==> src/rtl/alu_share_arb_if.sv <==
// Handshake and ALU bus for alu_share_arb: two requester ports plus the shared ALU port.
// The client side (requesters and the ALU itself) uses "master"; the arbiter uses "slave".
interface alu_share_arb_if #(
    parameter int WIDTH = 5
);
    logic             req0;
    logic             req1;
    logic [2:0]       op0;
    logic [2:0]       op1;
    logic [WIDTH-1:0] a0;
    logic [WIDTH-1:0] b0;
    logic [WIDTH-1:0] a1;
    logic [WIDTH-1:0] b1;
    logic             gnt0;
    logic             gnt1;
    logic             done0;
    logic             done1;
    logic [WIDTH-1:0] res;
    logic             res_flag;
    logic [2:0]       alu_op;
    logic [WIDTH-1:0] alu_a;
    logic [WIDTH-1:0] alu_b;
    logic             alu_start;
    logic [WIDTH-1:0] alu_res;
    logic             alu_flag;
    logic             busy;

    modport master (
        output req0, req1, op0, op1, a0, b0, a1, b1, alu_res, alu_flag,
        input  gnt0, gnt1, done0, done1, res, res_flag,
        input  alu_op, alu_a, alu_b, alu_start, busy
    );

    modport slave (
        input  req0, req1, op0, op1, a0, b0, a1, b1, alu_res, alu_flag,
        output gnt0, gnt1, done0, done1, res, res_flag,
        output alu_op, alu_a, alu_b, alu_start, busy
    );
endinterface

==> src/rtl/alu_share_arb.sv <==
// Round-robin arbiter/sequencer sharing one ALU between two requesters (IDLE/EXEC FSM).
// Optional ALU_ARB_STATS_EN adds saturating 8-bit grant counters cnt0_o/cnt1_o.
module alu_share_arb #(
    parameter int WIDTH = 5,
    parameter int LAT   = 1
) (
    input  logic           clk_i,
    input  logic           rst_i,
    alu_share_arb_if.slave bus
`ifdef ALU_ARB_STATS_EN
    ,
    output logic [7:0]     cnt0_o,
    output logic [7:0]     cnt1_o
`endif
);

    typedef enum logic {
        IDLE = 1'b0,
        EXEC = 1'b1
    } state_t;

    localparam logic [3:0] LAT_C = 4'(LAT);

    state_t           state_q;
    logic [3:0]       cnt_q;
    logic             last_q;
    logic             owner_q;
    logic             gnt0_q;
    logic             gnt1_q;
    logic             done0_q;
    logic             done1_q;
    logic             start_q;
    logic             busy_q;
    logic [WIDTH-1:0] res_q;
    logic             flag_q;
    logic [2:0]       op_q;
    logic [WIDTH-1:0] a_q;
    logic [WIDTH-1:0] b_q;

    logic             any_req_d;
    logic             win1_d;

    // Winner selection: a lone requester wins, a tie goes to the one not granted last.
    always_comb begin
        any_req_d = bus.req0 | bus.req1;
        win1_d    = 1'b0;
        if (bus.req0 && bus.req1) begin
            win1_d = ~last_q;
        end else if (bus.req1) begin
            win1_d = 1'b1;
        end else begin
            win1_d = 1'b0;
        end
    end

    // Control FSM with all outputs registered; strobes default low every cycle.
    always_ff @(posedge clk_i or posedge rst_i) begin
        if (rst_i) begin
            state_q <= IDLE;
            cnt_q   <= 4'd0;
            last_q  <= 1'b1;
            owner_q <= 1'b0;
            gnt0_q  <= 1'b0;
            gnt1_q  <= 1'b0;
            done0_q <= 1'b0;
            done1_q <= 1'b0;
            start_q <= 1'b0;
            busy_q  <= 1'b0;
            res_q   <= '0;
            flag_q  <= 1'b0;
            op_q    <= 3'd0;
            a_q     <= '0;
            b_q     <= '0;
        end else begin
            gnt0_q  <= 1'b0;
            gnt1_q  <= 1'b0;
            done0_q <= 1'b0;
            done1_q <= 1'b0;
            start_q <= 1'b0;
            case (state_q)
                IDLE: begin
                    if (any_req_d) begin
                        state_q <= EXEC;
                        busy_q  <= 1'b1;
                        start_q <= 1'b1;
                        gnt0_q  <= ~win1_d;
                        gnt1_q  <= win1_d;
                        last_q  <= win1_d;
                        owner_q <= win1_d;
                        cnt_q   <= LAT_C;
                        op_q    <= win1_d ? bus.op1 : bus.op0;
                        a_q     <= win1_d ? bus.a1  : bus.a0;
                        b_q     <= win1_d ? bus.b1  : bus.b0;
                    end else begin
                        busy_q  <= 1'b0;
                    end
                end
                EXEC: begin
                    // Operands stay put; the result is captured on the last count.
                    if (cnt_q == 4'd1) begin
                        state_q <= IDLE;
                        cnt_q   <= 4'd0;
                        busy_q  <= 1'b0;
                        res_q   <= bus.alu_res;
                        flag_q  <= bus.alu_flag;
                        done0_q <= ~owner_q;
                        done1_q <= owner_q;
                    end else begin
                        cnt_q   <= cnt_q - 4'd1;
                    end
                end
                default: begin
                    state_q <= IDLE;
                    busy_q  <= 1'b0;
                end
            endcase
        end
    end

`ifdef ALU_ARB_STATS_EN
    logic [7:0] cnt0_q;
    logic [7:0] cnt1_q;

    // Saturating grant-pulse counters.
    always_ff @(posedge clk_i or posedge rst_i) begin
        if (rst_i) begin
            cnt0_q <= 8'd0;
            cnt1_q <= 8'd0;
        end else begin
            if (gnt0_q && (cnt0_q != 8'd255)) begin
                cnt0_q <= cnt0_q + 8'd1;
            end
            if (gnt1_q && (cnt1_q != 8'd255)) begin
                cnt1_q <= cnt1_q + 8'd1;
            end
        end
    end

    assign cnt0_o = cnt0_q;
    assign cnt1_o = cnt1_q;
`endif

    assign bus.gnt0      = gnt0_q;
    assign bus.gnt1      = gnt1_q;
    assign bus.done0     = done0_q;
    assign bus.done1     = done1_q;
    assign bus.res       = res_q;
    assign bus.res_flag  = flag_q;
    assign bus.alu_op    = op_q;
    assign bus.alu_a     = a_q;
    assign bus.alu_b     = b_q;
    assign bus.alu_start = start_q;
    assign bus.busy      = busy_q;

endmodule
==> src/flat_wrapper.sv <==
// flat-port wrapper written by rule: the top's interface ports become plain ports
module alu_share_arb_flat 
#(
    parameter int WIDTH = 5,
    parameter int LAT   = 1
)
  (clk_i, rst_i, bus_req0, bus_req1, bus_op0, bus_op1, bus_a0, bus_b0, bus_a1, bus_b1, bus_alu_res, bus_alu_flag, bus_gnt0, bus_gnt1, bus_done0, bus_done1, bus_res, bus_res_flag, bus_alu_op, bus_alu_a, bus_alu_b, bus_alu_start, bus_busy);
  alu_share_arb_if #(.WIDTH(WIDTH)) bus_i ();
  input  logic clk_i;
  input  logic rst_i;
  input wire logic [$bits(bus_i.req0)-1:0] bus_req0;
  input wire logic [$bits(bus_i.req1)-1:0] bus_req1;
  input wire logic [$bits(bus_i.op0)-1:0] bus_op0;
  input wire logic [$bits(bus_i.op1)-1:0] bus_op1;
  input wire logic [$bits(bus_i.a0)-1:0] bus_a0;
  input wire logic [$bits(bus_i.b0)-1:0] bus_b0;
  input wire logic [$bits(bus_i.a1)-1:0] bus_a1;
  input wire logic [$bits(bus_i.b1)-1:0] bus_b1;
  input wire logic [$bits(bus_i.alu_res)-1:0] bus_alu_res;
  input wire logic [$bits(bus_i.alu_flag)-1:0] bus_alu_flag;
  output wire logic [$bits(bus_i.gnt0)-1:0] bus_gnt0;
  output wire logic [$bits(bus_i.gnt1)-1:0] bus_gnt1;
  output wire logic [$bits(bus_i.done0)-1:0] bus_done0;
  output wire logic [$bits(bus_i.done1)-1:0] bus_done1;
  output wire logic [$bits(bus_i.res)-1:0] bus_res;
  output wire logic [$bits(bus_i.res_flag)-1:0] bus_res_flag;
  output wire logic [$bits(bus_i.alu_op)-1:0] bus_alu_op;
  output wire logic [$bits(bus_i.alu_a)-1:0] bus_alu_a;
  output wire logic [$bits(bus_i.alu_b)-1:0] bus_alu_b;
  output wire logic [$bits(bus_i.alu_start)-1:0] bus_alu_start;
  output wire logic [$bits(bus_i.busy)-1:0] bus_busy;
  assign bus_i.req0 = bus_req0;
  assign bus_i.req1 = bus_req1;
  assign bus_i.op0 = bus_op0;
  assign bus_i.op1 = bus_op1;
  assign bus_i.a0 = bus_a0;
  assign bus_i.b0 = bus_b0;
  assign bus_i.a1 = bus_a1;
  assign bus_i.b1 = bus_b1;
  assign bus_i.alu_res = bus_alu_res;
  assign bus_i.alu_flag = bus_alu_flag;
  assign bus_gnt0 = bus_i.gnt0;
  assign bus_gnt1 = bus_i.gnt1;
  assign bus_done0 = bus_i.done0;
  assign bus_done1 = bus_i.done1;
  assign bus_res = bus_i.res;
  assign bus_res_flag = bus_i.res_flag;
  assign bus_alu_op = bus_i.alu_op;
  assign bus_alu_a = bus_i.alu_a;
  assign bus_alu_b = bus_i.alu_b;
  assign bus_alu_start = bus_i.alu_start;
  assign bus_busy = bus_i.busy;
  alu_share_arb #(.WIDTH(WIDTH), .LAT(LAT)) u_core (.clk_i(clk_i), .rst_i(rst_i), .bus(bus_i));
endmodule
==> config.mk <==
export PLATFORM = sky130hd
export DESIGN_NAME = alu_share_arb_flat
export DESIGN_NICKNAME = d
export VERILOG_FILES = /design/src/rtl/alu_share_arb_if.sv /design/src/rtl/alu_share_arb.sv /design/src/flat_wrapper.sv
export SDC_FILE = /design/constraint.sdc
export NUM_CORES = 1
export LEC_CHECK = 0
export CORE_ASPECT_RATIO = 1.5
export CORE_MARGIN = 2
export CORE_UTILIZATION = 44
export DETAILED_ROUTE_END_ITERATION = 8
export HOLD_SLACK_MARGIN = 0.15
export PLACE_DENSITY_LB_ADDON = 0.3
export SYNTH_ARGS = -nofsm -noshare
export SYNTH_HDL_FRONTEND = slang
export SYNTH_SLANG_ARGS = --single-unit
==> constraint.sdc <==
create_clock -name clk_i -period 2.48 [get_ports clk_i]
set_input_delay 0.248 -clock clk_i [delete_from_list [all_inputs] [get_ports clk_i]]
set_output_delay 0.248 -clock clk_i [all_outputs]
set_load 0.005 [all_outputs]
* After elaboration in Yosys (flattened, before gate mapping)
Index checks and enable logic that the tools add are counted.
W data, S select, Z words.
** Cells by class
- Bitwise operators :: 5
- Multiplexer cells :: 22
- $add $sub $neg :: 1
- Eq/ne operators :: 3
- Reduce and logical (&&, ||, !) cells :: 3
** Operator list (number)
- $mux W1 :: 14
- $mux W5 :: 2
- $mux W4 :: 2
- $pmux W4 S2 :: 1
- $eq A4 B1 Y1 const B :: 1
- $not A1 Y1 :: 4
- $pmux W1 S2 :: 2
- $reduce_and A2 Y1 :: 2
- $sub A4 B1 Y4 const B :: 1
- $mux W3 :: 1
- $ne A2 B1 Y1 const B :: 1
- $ne A2 B2 Y1 const B :: 1
- $logic_and A1 B1 Y1 :: 1
- $or A1 B1 Y1 :: 1
** Storage, ports and cells
- Output and inout bits :: 25
- Flip-flop bits (word level) :: 32
- Word-level logic and storage cells :: 49
- Bits of input ports :: 36

* Logic depth before layout (Yosys ltp)
Gate-level depths: netlist of run 1.
- Word-level depth :: 5
- Mapped depth :: 5

* Worst setup path after synthesis of run 1
Ideal clock, no wire load.
- Kind :: register to register
- Start :: register u_core.cnt_q[1]
- End :: register u_core.res_q[0] (netlist: u_core.bus.res[0])
- Stages on the path, launching flop included :: 6
- Path buffers :: 0
- Path slack :: 0.846 ns
- Arrival :: 1.509 ns
- Path through :: dfrtp_1 inv_1 ha_1 nand2b_4 nor3b_2 mux2_2
** Between the ends
- Longest elaborated chain between the ends :: 2
** Ends and longest elaborated chain
- from (decl) :: line alu_share_arb.sv:25 : logic [3:0] cnt_q;
- from (signal assigned) :: line alu_share_arb.sv:109 : cnt_q <= cnt_q - 4'd1;
- $eq A4 B1 Y1 :: line alu_share_arb.sv:100 : if (cnt_q == 4'd1) begin
- $reduce_and A2 Y1 (no source line)
- to (signal assigned) :: line alu_share_arb.sv:104 : res_q <= bus.alu_res;
- to (decl) :: line alu_share_arb.sv:34 : logic [WIDTH-1:0] res_q;
Every way passes these cells.
A chain may end at the register's enable or synchronous reset.

* Worst setup path in the final report of run 1
- Start :: register u_core.cnt_q[1]
- End :: register u_core.res_q[2] (netlist: u_core.bus.res[2])
The elaborated chain is that of the path after synthesis.

==> results of run 1 <==
[synthesized netlist by cell type]
master	instances
buf_2	1
nand4b_1	1
a21o_1	1
o41ai_1	1
clkbuf_1	2
nand3_1	2
or3_1	1
nor3_1	2
nor3b_2	1
nand2b_1	2
and3_1	8
dfstp_2	1
o21ai_0	1
nor2_1	6
and2_1	3
a21boi_2	1
inv_1	4
mux2_2	6
mux2i_1	6
o22a_1	1
or4b_1	1
o21bai_2	1
a221o_1	8
a21oi_1	5
dfrtp_1	31
ha_1	2
nand2_1	3
nor2b_1	5
nand2b_4	1
[cell type report]
class                   count  area share
repair buffers             62       0.292
multi-input cells          69       0.251
flip-flops and latches     32       0.381
clock buffers               7      0.0458
well taps                  39      0.0232
inverters                   4     0.00713
[final timing paths]
kind,cells after the start,end,from
setup / recovery,5,u_core.bus.res[2]$_DFFE_PP0P_,u_core.cnt_q[1]$_DFFE_PP0P_
hold / removal,2,u_core.bus.alu_b[0]$_DFFE_PP0P_,rst_i
setup reg to reg,5,u_core.bus.res[2]$_DFFE_PP0P_,u_core.cnt_q[1]$_DFFE_PP0P_
hold reg to reg,1,u_core.bus.done0$_DFF_PP0_,u_core.owner_q$_DFFE_PP0P_
max in group asynchronous,3,u_core.bus.gnt1$_DFF_PP0_,rst_i
min in group clk_i,1,u_core.bus.done0$_DFF_PP0_,u_core.owner_q$_DFFE_PP0P_
[per-stage QoR]
step / area, µm² / hold WS [ps] / instances / util
3_3_place_gp: 2010 / 447 / 206 / 0.690
6_report: 2110 / 312 / 213 / 0.723
4_1_cts: 2110 / 318 / 213 / 0.723
3_5_place_dp: 2010 / 465 / 206 / 0.690
5_1_grt: 2110 / 382 / 213 / 0.723
2_1_floorplan: 1360 / 332 / 108 / -
[logic make-up (layout without fill, tap and decap cells)]
family	count (synthesis)	count (layout)	share of synthesized area
flops	32	32	0.591
fa+ha+maj	2	2	0.0184
buf+inv	7	73	0.0203
mux	12	12	0.0940
simple gates	36	36	0.160
compound gates	19	19	0.116
[state kept, by name (all words and copies together), names as in the netlist]
signal	flops
u_core.bus.alu_a	5
u_core.bus.done1	1
u_core.bus.gnt0	1
u_core.bus.res	5
u_core.cnt_q	4
u_core.bus.alu_op	3
u_core.bus.res_flag	1
u_core.last_q	1
u_core.owner_q	1
u_core.bus.alu_start	1
u_core.bus.done0	1
u_core.bus.gnt1	1
u_core.bus.alu_b	5
u_core.state_q	1
u_core.bus.busy	1
[power by group through the flow]
stage | sequential [µW] | clock, µW | combinational [µW]
final | 923 | 421 | 969
after global routing | 953 | 448 | 1060
after CTS | 922 | 433 | 987
after detailed placement | 921 | 0 | 982
after global placement | 914 | 0 | 929
after floorplan | 907 | 0 | 444
[layer usage]
metal | vias up | share of wire | track usage
met5 | - | 0 | 0
met4 | 0 | 0.034 | 0.124
met3 | 12 | 0.055 | 0.0597
met2 | 44 | 0.55 | 0.378
met1 | 537 | 0.36 | 0.228
li1 | 521 | - | -
==> impl_metrics.csv, run 1 <==
group,metric,value,unit
run_status,status,"complete, no violations",
cells_and_area,finalNetCount,212,
placement,post-place-ws,601,ps
placement,port_buffers,60,
synth,syn-num-nets,146,
die,start_util,0.466,
synth,yosys.area.top_type_share,0.571,
synth,synth_cell_types,29,
clocking,postCtsSetupBuffers,0,
critical_path,crit_path_max_fanout,10,
power,pwr-share-clk,0.182,
cells_and_area,fillers,222,
clocking,tritoncts,"yes",
synth,syn_inst,108,
synth,synth_area,0.00136,mm²
grt,grt_overflow,0,
synth,ys_warn_count,0,
route,vias_per_cell,5.23,
route,wl_per_cell,16.1,µm
placement,gp_congestion,0.729,
job,cap_violations,0,
critical_path,critPathKind,"flip-flop to flip-flop",
cells_and_area,multi_input_area,528,µm²
clocking,root_buffer,"clkbuf_8",
critical_path,crit_required,2640,ps
grt,grt_antenna_before_repair,0,
clocking,clk_pin_slew,60,ps
clocking,clk-insertion-delay-late,280,ps
critical_path,crit_path_end_kind,"flip-flop",
critical_path,slowest_delay,560,ps
clocking,cts_hold_buf,0,
sta,hold_viol,0,
critical_path,crit_chain,"inv_1 -> ha_1 -> nand2b_4 -> nor3b_2 -> mux2_2",
synth,yosys.area.top_type,"dfrtp_1",
clocking,clock-sinks,32,
critical_path,start_kind,"flip-flop",
hold_path,hold_class,"primary input to async pin",
clocking,cts-resized-gates,0,
cells_and_area,final_common_cell,"clkdlybuf4s50_1",
power,p_sw_frac,0.293,
die,ios,61,
critical_path,critPathBufInv,1,
clocking,h-tree-depth,2,
critical_path,crit_path_top_delay_cell,"nor3b_2",
die,fp.dieW,49.4,µm
route,postRouteAntennaNets,0,
power,combPwrFrac,0.419,
sta,setup_viol,0,
synth,synth_top_cells_by_area,"dfrtp_1 (57%), a221o_1 (5.9%), mux2_2 (5.0%)",
critical_path,regToRegSetupSlack,630,ps
die,dieArea,0.00356,mm²
power,power.density,1100,mW/mm²
clocking,numCtsBuffers,5,
power,p_switching,678,µW
critical_path,cpLargestDelayFamily,"simple AND/OR/NAND/NOR gates",
power,p_leak,0.000938,µW
cells_and_area,drive_gt1_frac,0.115,
power,power,2310,µW
sta,slew_headroom,0.568,
sta,fin_tns_setup,0,ps
grt,grt_usage,0.215,
synth,synth_area_per_cell,12.6,µm²
cells_and_area,final_cell_mix,"clkdlybuf4s50_1 (60), dfrtp_1 (31), and3_1 (8), a221o_1 (8), clkbuf_8 (7)",
power,vdd_ir_drop_max,0.694,mV
sta,fin_ws,635,ps
route,wirelength,3430,µm
synth,seq_area_frac_synth,0.591,
sta,fin_skew,3.89,ps
sta,timing.final.crit_period,1850,ps
die,rows,24,
sta,tightest_slew,646,ps
cells_and_area,regArea,802,µm²
clocking,clk_path_buf_depth,2,
sta,fmax,542,MHz
die,fp.dieH,72.0,µm
sta,post-route-period-util,0.744,
critical_path,crit_arrival,2010,ps
cells_and_area,diodes,0,
route,vias,1114,
cells_and_area,area_growth,55.1,%
die,coreArea,0.00291,mm²
sta,slew_viol_final,0,
power,p_int,1640,µW
grt,grt_max_degree,16,
route,drt_iter0_drc,21,
power,power_frac_seq,0.399,
route,drc,0,
synth,synth_seq_cells,32,
sta,grt_setup_unrepaired,"no",
route,drtPass1Iterations,4,
grt,first_global_vias,1230,
grt,grt_pass1_wl,5580,µm
placement,hpwl,2580,µm
(Power assumes the default switching activity.)
==> run 2: changes to the inputs <==
CORE_UTILIZATION = 41   (was 44)
clock period = 1.7 ns   (was 2.48 ns; I/O delays follow)
==> run 2 against run 1 <==
Compared with the run above: clock power increased by 71%; die area grew 6.8%; sequential power is 44% higher; maximum frequency rose by 14%; sequential share of layout area decreased by 0.49 points; clock skew up 1.7 ps; critical path depth rose by 1; critical endpoint is now u_core.bus.res[4]$_DFFE_PP0P_; highest routed layer unchanged.
==> impl_metrics.csv, run 2 (synthesis gave the netlist of run 1 again) <==
group,metric,value,unit
power,vdd_ir_drop_max,1.00,mV
route,wirelength,3420,µm
clocking,postCtsSetupBuffers,0,
cells_and_area,drive_gt1_frac,0.124,
power,p_sw_frac,0.290,
job,cap_violations,0,
route,drc,0,
cells_and_area,diodes,0,
critical_path,crit_required,1870,ps
power,p_switching,1010,µW
die,ios,61,
grt,grt_antenna_before_repair,0,
die,fp.dieH,74.5,µm
sta,holdWs,266,ps
cells_and_area,stdcell_area,0.00213,mm²
clocking,cts_hold_buf,0,
clocking,clk-insertion-delay-late,290,ps
die,coreArea,0.00316,mm²
clocking,root_buffer,"clkbuf_8",
grt,grt_usage,0.203,
cells_and_area,area_growth,57.1,%
route,postRouteAntennaNets,0,
sta,setup_viol,0,
clocking,clk_pin_slew,70,ps
die,start_util,0.430,
critical_path,start_kind,"flip-flop",
grt,grt_overflow,0,
clocking,clock-sinks,32,
cells_and_area,finalNetCount,214,
critical_path,crit_path_end_kind,"flip-flop",
die,dieArea,0.00380,mm²
placement,gp_congestion,0.715,
critical_path,critPathKind,"flip-flop to flip-flop",
power,p_leak,0.000954,µW
critical_path,critPathBufInv,2,
grt,grt_pass1_wl,5490,µm
route,wl_per_cell,15.7,µm
critical_path,crit_arrival,1790,ps
critical_path,crit_chain,"inv_1 -> ha_1 -> nand2b_4 -> nor3b_2 -> buf_4 -> mux2_2",
sta,hold_viol,0,
critical_path,cpLargestDelayFamily,"flip-flops",
critical_path,crit_path_max_fanout,10,
power,p_int,2480,µW
route,vias_per_cell,5.18,
critical_path,crit_path_top_delay_cell,"dfrtp_1",
sta,post-route-period-util,0.949,
route,drt_iter0_drc,28,
sta,fin_skew,5.63,ps
clocking,numCtsBuffers,5,
sta,tightest_slew,498,ps
sta,fmax,620,MHz
grt,first_global_vias,1222,
cells_and_area,final_common_cell,"clkdlybuf4s50_1",
power,pwr-share-clk,0.206,
placement,port_buffers,60,
sta,grt_setup_unrepaired,"no",
clocking,clk_path_buf_depth,2,
clocking,cts-resized-gates,0,
die,fp.dieW,51.0,µm
cells_and_area,final_cell_mix,"clkdlybuf4s50_1 (60), dfrtp_1 (31), and3_1 (8), a221o_1 (8)",
placement,post-place-ws,-19.0,ps
sta,fin_ws,87.1,ps
run_status,status,"complete, no violations",
sta,slew_headroom,0.667,
sta,timing.final.crit_period,1610,ps
power,power_frac_seq,0.381,
clocking,tritoncts,"yes",
hold_path,hold_class,"primary input to async pin",
critical_path,slowest_delay,380,ps
placement,dpl_cell_area,0.00203,mm²
die,rows,25,
grt,grt_max_degree,33,
power,combPwrFrac,0.413,
placement,hpwl,2460,µm
power,power.density,1640,mW/mm²
route,vias,1124,
clocking,h-tree-depth,2,
route,drtPass1Iterations,4,
sta,slew_viol_final,0,
-- run 2: changes by cell type in the layout (fill, tap and decap cells not counted), sizes merged --
cell / previous run / this run
buf: 2 / 4
bufinv: 0 / 1
clkbuf: 7 / 6
clkinv: 0 / 1
-- run 2: worst paths after layout --
kind,depth (start not counted),to,slack (ps),start
worst max-delay path,6,u_core.bus.res[4]$_DFFE_PP0P_,90,u_core.cnt_q[1]$_DFFE_PP0P_
worst min-delay path,3,u_core.bus.res_flag$_DFFE_PP0P_,270,rst_i
worst max register to register,6,u_core.bus.res[4]$_DFFE_PP0P_,90,u_core.cnt_q[1]$_DFFE_PP0P_
worst min register to register,1,u_core.bus.done0$_DFF_PP0_,450,u_core.owner_q$_DFFE_PP0P_
max in group asynchronous,3,u_core.last_q$_DFFE_PP1P_,1120,rst_i
min in group clk_i,1,u_core.bus.done0$_DFF_PP0_,450,u_core.owner_q$_DFFE_PP0P_
-- run 2: area by class of cell --
cell class	instances	area, µm²
Fill cell	254	1030
Timing Repair Buffer	64	631
Tap cell	40	50.0
Clock inverter	2	35.0
Clock buffer	6	72.6
Sequential cell	32	802
Inverter	4	15.0
Multi-Input combinational cell	69	528
-- run 2: worst reg2reg max path, delay by kind of cell (launching register included) --
family	cells	cell delay (ps)
multiplexers	1	340
AND/OR/NAND/NOR	2	240
buffers and inverters	2	310
adder cells (fa/ha/maj)	1	230
flip-flops	1	380
-- run 2: layer usage --
layer  track usage  share of wire
met5             0              0
met3        0.0823          0.064
met4        0.0991          0.028
met1         0.218           0.36
met2         0.345           0.55
-- run 2: through the flow --
step                total power (µW)  setup TNS (ps)   util  std cells
detailed placement              2790           -65.4  0.641        209
global route                    3710               0  0.675        217
global placement                2730               0  0.641        209
finish                          3490               0  0.675        217
CTS                             3530               0  0.675        217
floorplan                       1970               0      -        108
-- run 2: power groups by stage --
stage          Combinational, µW  Sequential, µW  Clock, µW
6_report                    1440            1330        718
4_1_cts                     1460            1330        735
5_1_grt                     1570            1380        765
3_3_place_gp                1400            1320          0
3_5_place_dp                1450            1340          0
2_1_floorplan                648            1320          0
